**src/rtl/vertex_fetch_sequencer_if.sv**
```systemverilog
// Bundle of the sequencer's job-control, vertex-RAM read and vertex-output
// signals. Clock and reset are kept as plain ports on the design.
//   job control : i_start, i_base_addr, i_tri_count -> o_busy, o_done
//   RAM read    : o_mem_en, o_mem_addr -> i_mem_rdata (one cycle later)
//   vertex out  : o_vtx_valid/i_vtx_ready handshake, o_vtx_{x,y,z,u,v},
//                 o_vtx_idx, o_vtx_last
// slave  : the sequencer side.
// master : the controller / RAM / consumer side that surrounds it.
interface vertex_fetch_sequencer_if #(
  parameter int unsigned ADDR_WIDTH = 10,
  parameter int unsigned DATA_WIDTH = 32
);
  logic                  i_start;
  logic [ADDR_WIDTH-1:0] i_base_addr;
  logic [15:0]           i_tri_count;
  logic                  o_busy;
  logic                  o_done;
  logic                  o_mem_en;
  logic [ADDR_WIDTH-1:0] o_mem_addr;
  logic [DATA_WIDTH-1:0] i_mem_rdata;
  logic                  o_vtx_valid;
  logic                  i_vtx_ready;
  logic [DATA_WIDTH-1:0] o_vtx_x;
  logic [DATA_WIDTH-1:0] o_vtx_y;
  logic [DATA_WIDTH-1:0] o_vtx_z;
  logic [DATA_WIDTH-1:0] o_vtx_u;
  logic [DATA_WIDTH-1:0] o_vtx_v;
  logic [1:0]            o_vtx_idx;
  logic                  o_vtx_last;

  modport slave (
    input  i_start, i_base_addr, i_tri_count, i_mem_rdata, i_vtx_ready,
    output o_busy, o_done, o_mem_en, o_mem_addr, o_vtx_valid,
           o_vtx_x, o_vtx_y, o_vtx_z, o_vtx_u, o_vtx_v, o_vtx_idx, o_vtx_last
  );

  modport master (
    output i_start, i_base_addr, i_tri_count, i_mem_rdata, i_vtx_ready,
    input  o_busy, o_done, o_mem_en, o_mem_addr, o_vtx_valid,
           o_vtx_x, o_vtx_y, o_vtx_z, o_vtx_u, o_vtx_v, o_vtx_idx, o_vtx_last
  );
endinterface

```
**src/rtl/vertex_fetch_sequencer.sv**
```systemverilog
// Vertex fetch sequencer: for a job of N triangles it reads 3*N vertices of
// five consecutive words (x,y,z,u,v) from a one-cycle-latency vertex RAM,
// starting at a captured base address (wrapping modulo 2^ADDR_WIDTH), and
// presents each assembled vertex on a valid/ready port together with its
// position in the triangle and a last-of-job flag. One vertex is fetched at
// a time; the next fetch starts on the handshake edge of the previous one.
// Ports:
//   i_clk : clock, rising edge
//   i_rst : asynchronous active-high reset
//   bus   : vertex_fetch_sequencer_if.slave (job control, RAM read, vertex out)
module vertex_fetch_sequencer #(
  parameter int unsigned ADDR_WIDTH = 10,
  parameter int unsigned DATA_WIDTH = 32
) (
  input  logic                           i_clk,
  input  logic                           i_rst,
  vertex_fetch_sequencer_if.slave        bus
);

  localparam int unsigned CNT_W   = 18;
  localparam int unsigned WORDS_W = 3;

  typedef enum logic [2:0] {
    S_IDLE    = 3'd0,
    S_ISSUE   = 3'd1,
    S_DRAIN   = 3'd2,
    S_PRESENT = 3'd3,
    S_DONE    = 3'd4
  } state_t;

  state_t                state_q,     state_d;
  logic                  busy_q,      busy_d;
  logic                  done_q,      done_d;
  logic                  mem_en_q,    mem_en_d;
  logic [ADDR_WIDTH-1:0] mem_addr_q,  mem_addr_d;
  logic                  rd_pend_q,   rd_pend_d;
  logic [WORDS_W-1:0]    issue_cnt_q, issue_cnt_d;
  logic [WORDS_W-1:0]    word_cnt_q,  word_cnt_d;
  logic [CNT_W-1:0]      vtx_left_q,  vtx_left_d;
  logic                  vtx_valid_q, vtx_valid_d;
  logic [DATA_WIDTH-1:0] x_q, x_d, y_q, y_d, z_q, z_d, u_q, u_d, v_q, v_d;
  logic [1:0]            idx_q,       idx_d;
  logic                  last_q,      last_d;

  // Next-state and next-output logic.
  always_comb begin
    state_d     = state_q;
    done_d      = 1'b0;
    mem_en_d    = mem_en_q;
    mem_addr_d  = mem_addr_q;
    issue_cnt_d = issue_cnt_q;
    word_cnt_d  = word_cnt_q;
    vtx_left_d  = vtx_left_q;
    vtx_valid_d = vtx_valid_q;
    x_d         = x_q;
    y_d         = y_q;
    z_d         = z_q;
    u_d         = u_q;
    v_d         = v_q;
    idx_d       = idx_q;
    last_d      = last_q;

    // RAM data is valid the cycle after a read was issued.
    rd_pend_d = mem_en_q;

    // Capture returning words in issue order.
    if (rd_pend_q) begin
      case (word_cnt_q)
        3'd0:    x_d = bus.i_mem_rdata;
        3'd1:    y_d = bus.i_mem_rdata;
        3'd2:    z_d = bus.i_mem_rdata;
        3'd3:    u_d = bus.i_mem_rdata;
        3'd4:    v_d = bus.i_mem_rdata;
        default: ;
      endcase
      word_cnt_d = word_cnt_q + WORDS_W'(1);
    end

    case (state_q)
      S_IDLE: begin
        if (bus.i_start) begin
          if (bus.i_tri_count == 16'd0) begin
            state_d = S_DONE;
            done_d  = 1'b1;
          end else begin
            state_d     = S_ISSUE;
            mem_en_d    = 1'b1;
            mem_addr_d  = bus.i_base_addr;
            issue_cnt_d = WORDS_W'(1);
            word_cnt_d  = '0;
            vtx_left_d  = CNT_W'(bus.i_tri_count) * CNT_W'(3);
            idx_d       = 2'd0;
            last_d      = 1'b0;
          end
        end
      end

      // issue_cnt_q counts reads already issued for the current vertex.
      S_ISSUE: begin
        if (issue_cnt_q < WORDS_W'(5)) begin
          mem_addr_d  = mem_addr_q + ADDR_WIDTH'(1);
          issue_cnt_d = issue_cnt_q + WORDS_W'(1);
        end else begin
          mem_en_d = 1'b0;
          state_d  = S_DRAIN;
        end
      end

      // Wait for the v word, which lands one cycle after the last issue.
      S_DRAIN: begin
        if (rd_pend_q && (word_cnt_q == WORDS_W'(4))) begin
          state_d     = S_PRESENT;
          vtx_valid_d = 1'b1;
          last_d      = (vtx_left_q == CNT_W'(1));
        end
      end

      S_PRESENT: begin
        if (vtx_valid_q && bus.i_vtx_ready) begin
          vtx_valid_d = 1'b0;
          vtx_left_d  = vtx_left_q - CNT_W'(1);
          if (vtx_left_q == CNT_W'(1)) begin
            state_d = S_DONE;
            done_d  = 1'b1;
          end else begin
            // Next vertex follows contiguously, so the address just steps on.
            state_d     = S_ISSUE;
            idx_d       = (idx_q == 2'd2) ? 2'd0 : idx_q + 2'd1;
            mem_en_d    = 1'b1;
            mem_addr_d  = mem_addr_q + ADDR_WIDTH'(1);
            issue_cnt_d = WORDS_W'(1);
            word_cnt_d  = '0;
          end
        end
      end

      S_DONE: begin
        state_d = S_IDLE;
      end

      default: begin
        state_d     = S_IDLE;
        mem_en_d    = 1'b0;
        vtx_valid_d = 1'b0;
      end
    endcase

    busy_d = (state_d != S_IDLE);
  end

  // State and output registers.
  always_ff @(posedge i_clk or posedge i_rst) begin
    if (i_rst) begin
      state_q     <= S_IDLE;
      busy_q      <= 1'b0;
      done_q      <= 1'b0;
      mem_en_q    <= 1'b0;
      mem_addr_q  <= '0;
      rd_pend_q   <= 1'b0;
      issue_cnt_q <= '0;
      word_cnt_q  <= '0;
      vtx_left_q  <= '0;
      vtx_valid_q <= 1'b0;
      x_q         <= '0;
      y_q         <= '0;
      z_q         <= '0;
      u_q         <= '0;
      v_q         <= '0;
      idx_q       <= 2'd0;
      last_q      <= 1'b0;
    end else begin
      state_q     <= state_d;
      busy_q      <= busy_d;
      done_q      <= done_d;
      mem_en_q    <= mem_en_d;
      mem_addr_q  <= mem_addr_d;
      rd_pend_q   <= rd_pend_d;
      issue_cnt_q <= issue_cnt_d;
      word_cnt_q  <= word_cnt_d;
      vtx_left_q  <= vtx_left_d;
      vtx_valid_q <= vtx_valid_d;
      x_q         <= x_d;
      y_q         <= y_d;
      z_q         <= z_d;
      u_q         <= u_d;
      v_q         <= v_d;
      idx_q       <= idx_d;
      last_q      <= last_d;
    end
  end

  assign bus.o_busy      = busy_q;
  assign bus.o_done      = done_q;
  assign bus.o_mem_en    = mem_en_q;
  assign bus.o_mem_addr  = mem_addr_q;
  assign bus.o_vtx_valid = vtx_valid_q;
  assign bus.o_vtx_x     = x_q;
  assign bus.o_vtx_y     = y_q;
  assign bus.o_vtx_z     = z_q;
  assign bus.o_vtx_u     = u_q;
  assign bus.o_vtx_v     = v_q;
  assign bus.o_vtx_idx   = idx_q;
  assign bus.o_vtx_last  = last_q;

endmodule

```
**src/flat_wrapper.sv**
```systemverilog
// flat-port wrapper written by rule: the top's interface ports become plain ports
module vertex_fetch_sequencer_flat 
#(
  parameter int unsigned ADDR_WIDTH = 10,
  parameter int unsigned DATA_WIDTH = 32
)
  (i_clk, i_rst, bus_i_start, bus_i_base_addr, bus_i_tri_count, bus_i_mem_rdata, bus_i_vtx_ready, bus_o_busy, bus_o_done, bus_o_mem_en, bus_o_mem_addr, bus_o_vtx_valid, bus_o_vtx_x, bus_o_vtx_y, bus_o_vtx_z, bus_o_vtx_u, bus_o_vtx_v, bus_o_vtx_idx, bus_o_vtx_last);
  vertex_fetch_sequencer_if #(.ADDR_WIDTH(ADDR_WIDTH), .DATA_WIDTH(DATA_WIDTH)) bus_i ();
  input  logic i_clk;
  input  logic i_rst;
  input wire logic [$bits(bus_i.i_start)-1:0] bus_i_start;
  input wire logic [$bits(bus_i.i_base_addr)-1:0] bus_i_base_addr;
  input wire logic [$bits(bus_i.i_tri_count)-1:0] bus_i_tri_count;
  input wire logic [$bits(bus_i.i_mem_rdata)-1:0] bus_i_mem_rdata;
  input wire logic [$bits(bus_i.i_vtx_ready)-1:0] bus_i_vtx_ready;
  output wire logic [$bits(bus_i.o_busy)-1:0] bus_o_busy;
  output wire logic [$bits(bus_i.o_done)-1:0] bus_o_done;
  output wire logic [$bits(bus_i.o_mem_en)-1:0] bus_o_mem_en;
  output wire logic [$bits(bus_i.o_mem_addr)-1:0] bus_o_mem_addr;
  output wire logic [$bits(bus_i.o_vtx_valid)-1:0] bus_o_vtx_valid;
  output wire logic [$bits(bus_i.o_vtx_x)-1:0] bus_o_vtx_x;
  output wire logic [$bits(bus_i.o_vtx_y)-1:0] bus_o_vtx_y;
  output wire logic [$bits(bus_i.o_vtx_z)-1:0] bus_o_vtx_z;
  output wire logic [$bits(bus_i.o_vtx_u)-1:0] bus_o_vtx_u;
  output wire logic [$bits(bus_i.o_vtx_v)-1:0] bus_o_vtx_v;
  output wire logic [$bits(bus_i.o_vtx_idx)-1:0] bus_o_vtx_idx;
  output wire logic [$bits(bus_i.o_vtx_last)-1:0] bus_o_vtx_last;
  assign bus_i.i_start = bus_i_start;
  assign bus_i.i_base_addr = bus_i_base_addr;
  assign bus_i.i_tri_count = bus_i_tri_count;
  assign bus_i.i_mem_rdata = bus_i_mem_rdata;
  assign bus_i.i_vtx_ready = bus_i_vtx_ready;
  assign bus_o_busy = bus_i.o_busy;
  assign bus_o_done = bus_i.o_done;
  assign bus_o_mem_en = bus_i.o_mem_en;
  assign bus_o_mem_addr = bus_i.o_mem_addr;
  assign bus_o_vtx_valid = bus_i.o_vtx_valid;
  assign bus_o_vtx_x = bus_i.o_vtx_x;
  assign bus_o_vtx_y = bus_i.o_vtx_y;
  assign bus_o_vtx_z = bus_i.o_vtx_z;
  assign bus_o_vtx_u = bus_i.o_vtx_u;
  assign bus_o_vtx_v = bus_i.o_vtx_v;
  assign bus_o_vtx_idx = bus_i.o_vtx_idx;
  assign bus_o_vtx_last = bus_i.o_vtx_last;
  vertex_fetch_sequencer #(.ADDR_WIDTH(ADDR_WIDTH), .DATA_WIDTH(DATA_WIDTH)) u_core (.i_clk(i_clk), .i_rst(i_rst), .bus(bus_i));
endmodule
```
**config.mk**
```make
export PLATFORM = sky130hd
export DESIGN_NAME = vertex_fetch_sequencer_flat
export DESIGN_NICKNAME = d
export VERILOG_FILES = /design/src/rtl/vertex_fetch_sequencer_if.sv /design/src/rtl/vertex_fetch_sequencer.sv /design/src/flat_wrapper.sv
export SDC_FILE = /design/constraint.sdc
export NUM_CORES = 1
export LEC_CHECK = 0
export CAP_MARGIN = 10
export CORE_AREA = 2 2 144 132
export DETAILED_ROUTE_END_ITERATION = 7
export DIE_AREA = 0 0 146 134
export GPL_TIMING_DRIVEN = 0
export PLACE_DENSITY = 0.88
export SYNTH_ARGS = -nofsm -noshare
export SYNTH_HDL_FRONTEND = slang
export SYNTH_SLANG_ARGS = --single-unit
```
**constraint.sdc**
```tcl
create_clock -name i_clk -period 19.1 [get_ports i_clk]
set_input_delay 2.865 -clock i_clk [delete_from_list [all_inputs] [get_ports i_clk]]
set_output_delay 2.865 -clock i_clk [all_outputs]
set_load 0.02 [all_outputs]
```
==> results.py, run 1 <==
metrics = {
    "worst_setup_path": {
        "crit_chain": "clkdlybuf4s50_1, ha_1, fa_1, a21o_1, a221oi_1, o211ai_1, a311oi_1, mux2i_1, or3_1",
        "r2r_setup_slack_ns": 16.45,
        "r2r_end": "u_core.vtx_left_q[0]",
        "cp_max_fo": 4,
        "slowest_stage": "a221oi_1",
        "r2r_cells": 7,
        "r2r_start": "u_core.state_q[1]",
        "startpoint_type": "primary input",
        "worstPathArrival_ns": 5.98,
        "criticalPathCategory": "primary input to flop",
        "cp_data_required_time_ns": 19.49,
        "worst_setup_path_end_kind": "flop",
        "max_stage_delay_ns": 0.53,
    },
    "detailed_routing": {
        "met2WireLength_mm": 12.20,
        "routed_wl_mm": 25.19,
        "wl_per_cell_um": 19.33,
        "routed-wl-met3_mm": 1.684,
        "vias": 7264,
        "firstDrtPassIters": 5,
        "viasPerCell": 5.575,
        "ant_nets": 0,
        "drt-initial-drc-count": 401,
        "top_layer": "met4",
        "met1_length_mm": 10.64,
        "remaining_drc_errors": 0,
    },
    "finish": {
        "drive_above_1_share_pct": 20.15,
        "layout_commonest_cell": "clkdlybuf4s50_1",
        "layout_common_cells": "clkdlybuf4s50_1, dfrtp_1, mux2_2, nand2_1, a21oi_1",
        "nFillCells": 1279,
        "area_growth_pct": 36.91,
        "fin_nets": 1138,
    },
    "yosys": {
        "synth_cells": 777,
        "synth-compound-area-share_pct": 9.431,
        "synthFlopType": "dfrtp_1",
        "synthXorXnorAreaFrac_pct": 0.9285,
        "synth.avg_cell_area_um2": 12.14,
        "syn-cell-area_um2": 9433,
        "synth-seq-cells": 205,
        "syn-num-nets": 874,
        "yosys_warnings": 0,
        "synth_cell_type_count": 61,
        "yosysSeqAreaShare_pct": 54.38,
        "synth_mux_area_share_pct": 19.74,
        "synth_top_family_by_area": "multiplexers",
        "async_flop_share_pct": 100.0,
        "synthAdderAreaFrac_pct": 4.722,
        "synth_edf_count": 0,
        "synthSimpleGateAreaFrac_pct": 8.237,
    },
    "sta": {
        "rsz0062_at_grt": "false",
        "timing.setup.tns_ns": 0,
        "whs_ns": 0.4836,
        "slew_violations": 0,
        "worst_slew_pin_slew_ns": 0.7786,
        "setup_viol": 0,
        "maxSlewHeadroom_pct": 48.09,
        "fin_skew_ns": 0.01926,
        "min_period_ns": 5.586,
        "finalCritPeriodShare_pct": 29.25,
        "hold_viol_final": 0,
        "fmax_mhz": 179.0,
    },
    "place": {
        "hpwl_mm": 17.82,
        "globalplace.congestion": 0.8920,
        "portBuffers": 238,
    },
    "floorplan": {
        "pin_count": 239,
        "start_util_pct": 52.08,
        "core_area_um2": 18110,
        "die_h_um": 134,
        "fp.dieW_um": 146,
        "num_rows": 47,
        "dieArea_um2": 19560,
    },
    "job": {
        "drv_cap": 0,
    },
    "power": {
        "cellPowerDensity_nw_per_um2": 191.1,
        "ir_worst_vdd_uv": 97.16,
        "p_leak_nw": 5.477,
    },
    "cts": {
        "cts.clk_slew.worst_paths_ns": 0.06,
        "postCtsSetupBuffers": 0,
        "ctsLongestPathBuffers": 3,
        "clkLatencyLatePin_ns": 0.52,
        "cts_hold_buf": 0,
        "numCtsBuffers": 23,
        "clockRootBuffer": "clkbuf_16",
        "h-tree-depth": 1,
        "post_cts_resized": 0,
        "cts_tree": "yes",
        "clock-sinks": 205,
    },
    "global_route": {
        "grt_pass1_wl_mm": 40.30,
        "grt_max_degree": 135,
        "grt_util_all_layers_pct": 25.73,
        "grt_pass1_vias": 7302,
        "grt-ovfl-total": 0,
        "antenna_found_initial": 1,
    },
    "worst_hold_path": {
        "hold_start": "u_core.bus.o_mem_en",
        "hp-class": "flop to flop",
        "whs_path_depth": 0,
        "min_to": "u_core.rd_pend_q",
    },
    "status": {
        "status": "finished, final reports clean",
    },
}
[cell usage after synthesis, drive strengths merged (2+ instances only)]
cell type,instances,area (µm²)
xnor2,8,70.07
or3,8,55.05
and3,5,31.28
a31oi,9,56.30
buf,15,65.06
or4b,2,20.02
nor3b,3,22.52
mux2i,6,60.06
a31o,2,17.52
o21ai,40,200.2
nor2b,5,31.28
a22o,3,26.28
and2,2,12.51
a32oi,3,26.28
nor4,4,25.02
inv,28,105.1
o21a,2,15.01
nand2,45,168.9
ha,34,425.4
a21oi,41,205.2
a221oi,2,17.52
mux2,160,1802
nor2,39,153.9
nor3,10,50.05
o22ai,5,31.28
nand3,16,80.08
or2,5,31.28
a311oi,2,17.52
nand4,7,43.79
a21o,5,37.54
o211ai,3,22.52
a211o,2,17.52
o221ai,4,35.03
dfrtp,205,5130
a211oi,4,30.03
clkbuf,19,71.32
xor2,2,17.52
a22oi,5,37.54
[cells by family after synthesis]
family,count (synthesis)
DFF,205
muxes,166
and+or+nand+nor,157
AOI/OAI and AO/OA,142
buffers and inverters,62
adders and majority gates,35
xor gates and xnor gates,10
[worst max-delay path by stage]
stage / startpoint / end / depth (start not counted)
2_1_floorplan: i_rst / u_core.bus.o_busy / 1
3_3_place_gp: i_rst / u_core.bus.o_vtx_x[0] / 2
3_5_place_dp: bus_i_tri_count[0] / u_core.vtx_left_q[15] / 9
4_1_cts: bus_i_tri_count[0] / u_core.vtx_left_q[15] / 9
5_1_grt: bus_i_tri_count[1] / u_core.vtx_left_q[15] / 9
6_report: bus_i_tri_count[0] / u_core.vtx_left_q[15] / 9
[through the flow]
stage	area (µm²)	util, %	total power, W	setup WS (ns)	std cells
floorplan	9433	-	0.001463	10.64	777
global placement	12120	66.92	0.001977	8.117	1260
detailed placement	12160	67.12	0.002027	13.02	1261
CTS	12910	71.29	0.002481	13.53	1302
global route	12910	71.30	0.002592	13.30	1303
finish	12910	71.30	0.002468	13.51	1303
[metal layers]
layer	track usage, %	up-vias
li1	-	3346
met1	33.64	3598
met2	44.16	282
met3	4.694	38
met4	7.875	0
met5	0	-
[state kept, by name, summed over array words and instances, names as in the netlist]
name and count:
u_core.bus.o_vtx_x 32, u_core.bus.o_busy 1, u_core.bus.o_vtx_v 32, u_core.bus.o_vtx_z 32, u_core.state_q 3, u_core.bus.o_mem_addr 10
u_core.vtx_left_q 18, u_core.rd_pend_q 1, u_core.bus.o_done 1, u_core.word_cnt_q 3, u_core.issue_cnt_q 3, u_core.bus.o_vtx_y 32
u_core.bus.o_vtx_idx 2, u_core.bus.o_mem_en 1, u_core.bus.o_vtx_valid 1, u_core.bus.o_vtx_last 1, u_core.bus.o_vtx_u 32
[where the power goes]
group,total (W),internal (W),switching [W]
clock network,0.000437,0.000260,0.000176
registers,0.000797,0.000656,0.000142
logic,0.00123,0.000610,0.000624
[final cells by class]
| class | instances | area, µm² | area share [%] |
|---|---|---|---|
| clock inverters | 7 | 78.83 | 0.6103 |
| well taps | 245 | 306.5 | 2.374 |
| flip-flops and latches | 205 | 5130 | 39.72 |
| inverters | 28 | 112.6 | 0.8719 |
| diodes | 1 | 2.502 | 0.01938 |
| clock buffers | 34 | 676.9 | 5.241 |
| multi-input cells | 510 | 4061 | 31.45 |
| plain buffers | 34 | 136.4 | 1.056 |
| repair buffers | 239 | 2410 | 18.66 |
[critical path, delay by kind of cell]
family | cells | cell delay, ns
AOI/OAI and AO/OA | 4 | 1.52
adders and majority gates | 2 | 0.69
buffers and inverters | 1 | 0.48
and+or+nand+nor | 1 | 0.30
muxes | 1 | 0.12
(Power assumes the default switching activity.)
==> run 2: changes to the inputs <==
--- a/config.mk
+++ b/config.mk
@@ -6,11 +6,11 @@
 export NUM_CORES = 1
 export LEC_CHECK = 0
 export CAP_MARGIN = 10
-export CORE_AREA = 2 2 144 132
+export CORE_AREA = 2 2 156 143
 export DETAILED_ROUTE_END_ITERATION = 7
-export DIE_AREA = 0 0 146 134
+export DIE_AREA = 0 0 158 145
 export GPL_TIMING_DRIVEN = 0
-export PLACE_DENSITY = 0.88
+export PLACE_DENSITY = 0.8
 export SYNTH_ARGS = -nofsm -noshare
 export SYNTH_HDL_FRONTEND = slang
 export SYNTH_SLANG_ARGS = --single-unit
==> constraint.sdc (replaced) <==
create_clock -name i_clk -period 4.9 [get_ports i_clk]
set_input_delay 0.735 -clock i_clk [delete_from_list [all_inputs] [get_ports i_clk]]
set_output_delay 0.735 -clock i_clk [all_outputs]
set_load 0.02 [all_outputs]
==> run 2 against run 1 <==
Compared with the run above:
- clock skew down 0.0033 ns
- highest routed layer unchanged
- global-route usage down 4.2 points
- largest power group unchanged
- final cell count grew 3.8%
- critical path type unchanged
- critical path depth is the same
- via count fell by 0.28%
- die area increased by 17%
==> results.py, run 2 (same netlist as run 1, synthesis figures left out) <==
metrics = {
    "global_route": {
        "grt_pass1_wl_mm": 39.52,
        "grt-ovfl-total": 0,
        "antenna_found_initial": 0,
        "grt_pass1_vias": 7228,
        "grt_max_degree": 43,
        "grt_util_all_layers_pct": 21.49,
    },
    "finish": {
        "nFillCells": 1734,
        "fin_nets": 1142,
        "antennaDiodeCount": 0,
        "layout_common_cells": "clkdlybuf4s50_1, dfrtp_1, mux2_2, nand2_1, a21oi_1",
        "layout_commonest_cell": "clkdlybuf4s50_1",
        "drive_above_1_share_pct": 20.90,
        "area_growth_pct": 38.84,
        "design_area_um2": 13100,
    },
    "power": {
        "ir_worst_vdd_uv": 263.3,
        "cellPowerDensity_nw_per_um2": 738.9,
        "p_leak_nw": 5.512,
        "fin_total_pwr_w": 0.009677,
    },
    "detailed_routing": {
        "routed_wl_mm": 24.85,
        "routed-wl-met3_mm": 1.767,
        "ant_nets": 0,
        "top_layer": "met4",
        "remaining_drc_errors": 0,
        "met2WireLength_mm": 12.34,
        "vias": 7244,
        "wl_per_cell_um": 18.37,
        "drt-initial-drc-count": 300,
        "viasPerCell": 5.354,
        "met1_length_mm": 10.23,
        "firstDrtPassIters": 5,
    },
    "worst_setup_path": {
        "cp_max_fo": 4,
        "crit_chain": "clkdlybuf4s50_1, ha_1, fa_1, a21o_1, a221oi_1, o211ai_1, a311oi_1, mux2i_1, or3_1",
        "slowest_stage": "a311oi_1",
        "criticalPathCategory": "primary input to flop",
        "worstPathArrival_ns": 3.88,
        "max_stage_delay_ns": 0.53,
        "worst_setup_path_end_kind": "flop",
        "startpoint_type": "primary input",
        "cp_data_required_time_ns": 5.29,
    },
    "sta": {
        "rsz0062_at_grt": "false",
        "finalCritPeriodShare_pct": 71.23,
        "hold_viol_final": 0,
        "fin_skew_ns": 0.01598,
        "min_period_ns": 3.490,
        "slew_violations": 0,
        "fin_ws_ns": 1.410,
        "worst_slew_pin_slew_ns": 0.7950,
        "setup_viol": 0,
        "fmax_mhz": 286.5,
        "maxSlewHeadroom_pct": 47.00,
    },
    "place": {
        "hpwl_mm": 18.00,
        "portBuffers": 238,
        "dpl_cell_area_um2": 12280,
        "place_ws_ns": 0.9668,
        "globalplace.congestion": 0.8604,
    },
    "floorplan": {
        "die_h_um": 145,
        "fp.dieW_um": 158,
        "core_area_um2": 21310,
        "dieArea_um2": 22910,
        "pin_count": 239,
        "num_rows": 51,
        "start_util_pct": 44.26,
    },
    "cts": {
        "cts_hold_buf": 0,
        "h-tree-depth": 1,
        "cts_tree": "yes",
        "clock-sinks": 205,
        "post_cts_resized": 0,
        "numCtsBuffers": 23,
        "cts.clk_slew.worst_paths_ns": 0.06,
        "ctsLongestPathBuffers": 3,
        "clockRootBuffer": "clkbuf_16",
        "postCtsSetupBuffers": 0,
        "clkLatencyLatePin_ns": 0.51,
    },
    "status": {
        "status": "finished, final reports clean",
    },
    "worst_hold_path": {
        "hp-class": "flop to flop",
    },
    "job": {
        "drv_cap": 0,
    },
}
run 2: final timing paths:
| check | start | end | slack, ns | depth (start not counted) |
|---|---|---|---|---|
| setup / recovery | bus_i_tri_count[0] | u_core.vtx_left_q[15] | 1.41 | 9 |
| hold / removal | u_core.bus.o_vtx_v[11] | u_core.bus.o_vtx_v[11] | 0.50 | 1 |
| setup reg to reg | u_core.state_q[1] | u_core.bus.o_mem_addr[1] | 2.25 | 7 |
| hold reg to reg | u_core.bus.o_vtx_v[11] | u_core.bus.o_vtx_v[11] | 0.50 | 1 |
| max in group asynchronous | i_rst | u_core.bus.o_vtx_x[12] | 3.08 | 5 |
| min in group asynchronous | i_rst | u_core.bus.o_vtx_z[2] | 0.70 | 2 |
run 2: worst max-delay path, delay by kind of cell:
family	cells	cell delay [ns]
compound gates	4	1.52
fa+ha+maj	2	0.67
buf+inv	1	0.50
mux	1	0.14
simple gates	1	0.31
run 2: through the flow:
step	setup TNS [ns]	util, %	std cells	hold slack [ns]
finish	0	61.45	1353	0.5031
global route	0	61.45	1353	0.5133
global placement	-12.46	57.16	1306	0.4692
floorplan	0	-	777	0.4659
CTS	0	61.45	1353	0.5011
detailed placement	0	57.63	1311	0.4722
run 2: layout make-up:
| cell class | instances | area [µm²] | area share [%] |
|---|---|---|---|
| Buffer | 34 | 136.4 | 1.041 |
| Clock buffer | 28 | 634.4 | 4.844 |
| Clock inverter | 14 | 178.9 | 1.366 |
| Inverter | 28 | 108.9 | 0.8312 |
| Multi-Input combinational cell | 510 | 4061 | 31.01 |
| Sequential cell | 205 | 5130 | 39.17 |
| Tap cell | 291 | 364.1 | 2.780 |
| Timing Repair Buffer | 243 | 2482 | 18.95 |
run 2: per-layer routing:
layer	global-route usage, %	up-vias
met5	0	-
met2	37.39	255
li1	-	3359
met3	4.241	44
met1	27.23	3586
met4	5.676	0
run 2: where the power goes:
| part | switching [W] | internal, W |
|---|---|---|
| sequential | 0.000522 | 0.00255 |
| combinational | 0.00240 | 0.00238 |
| clock | 0.000721 | 0.00109 |
| total | 0.00365 | 0.00603 |
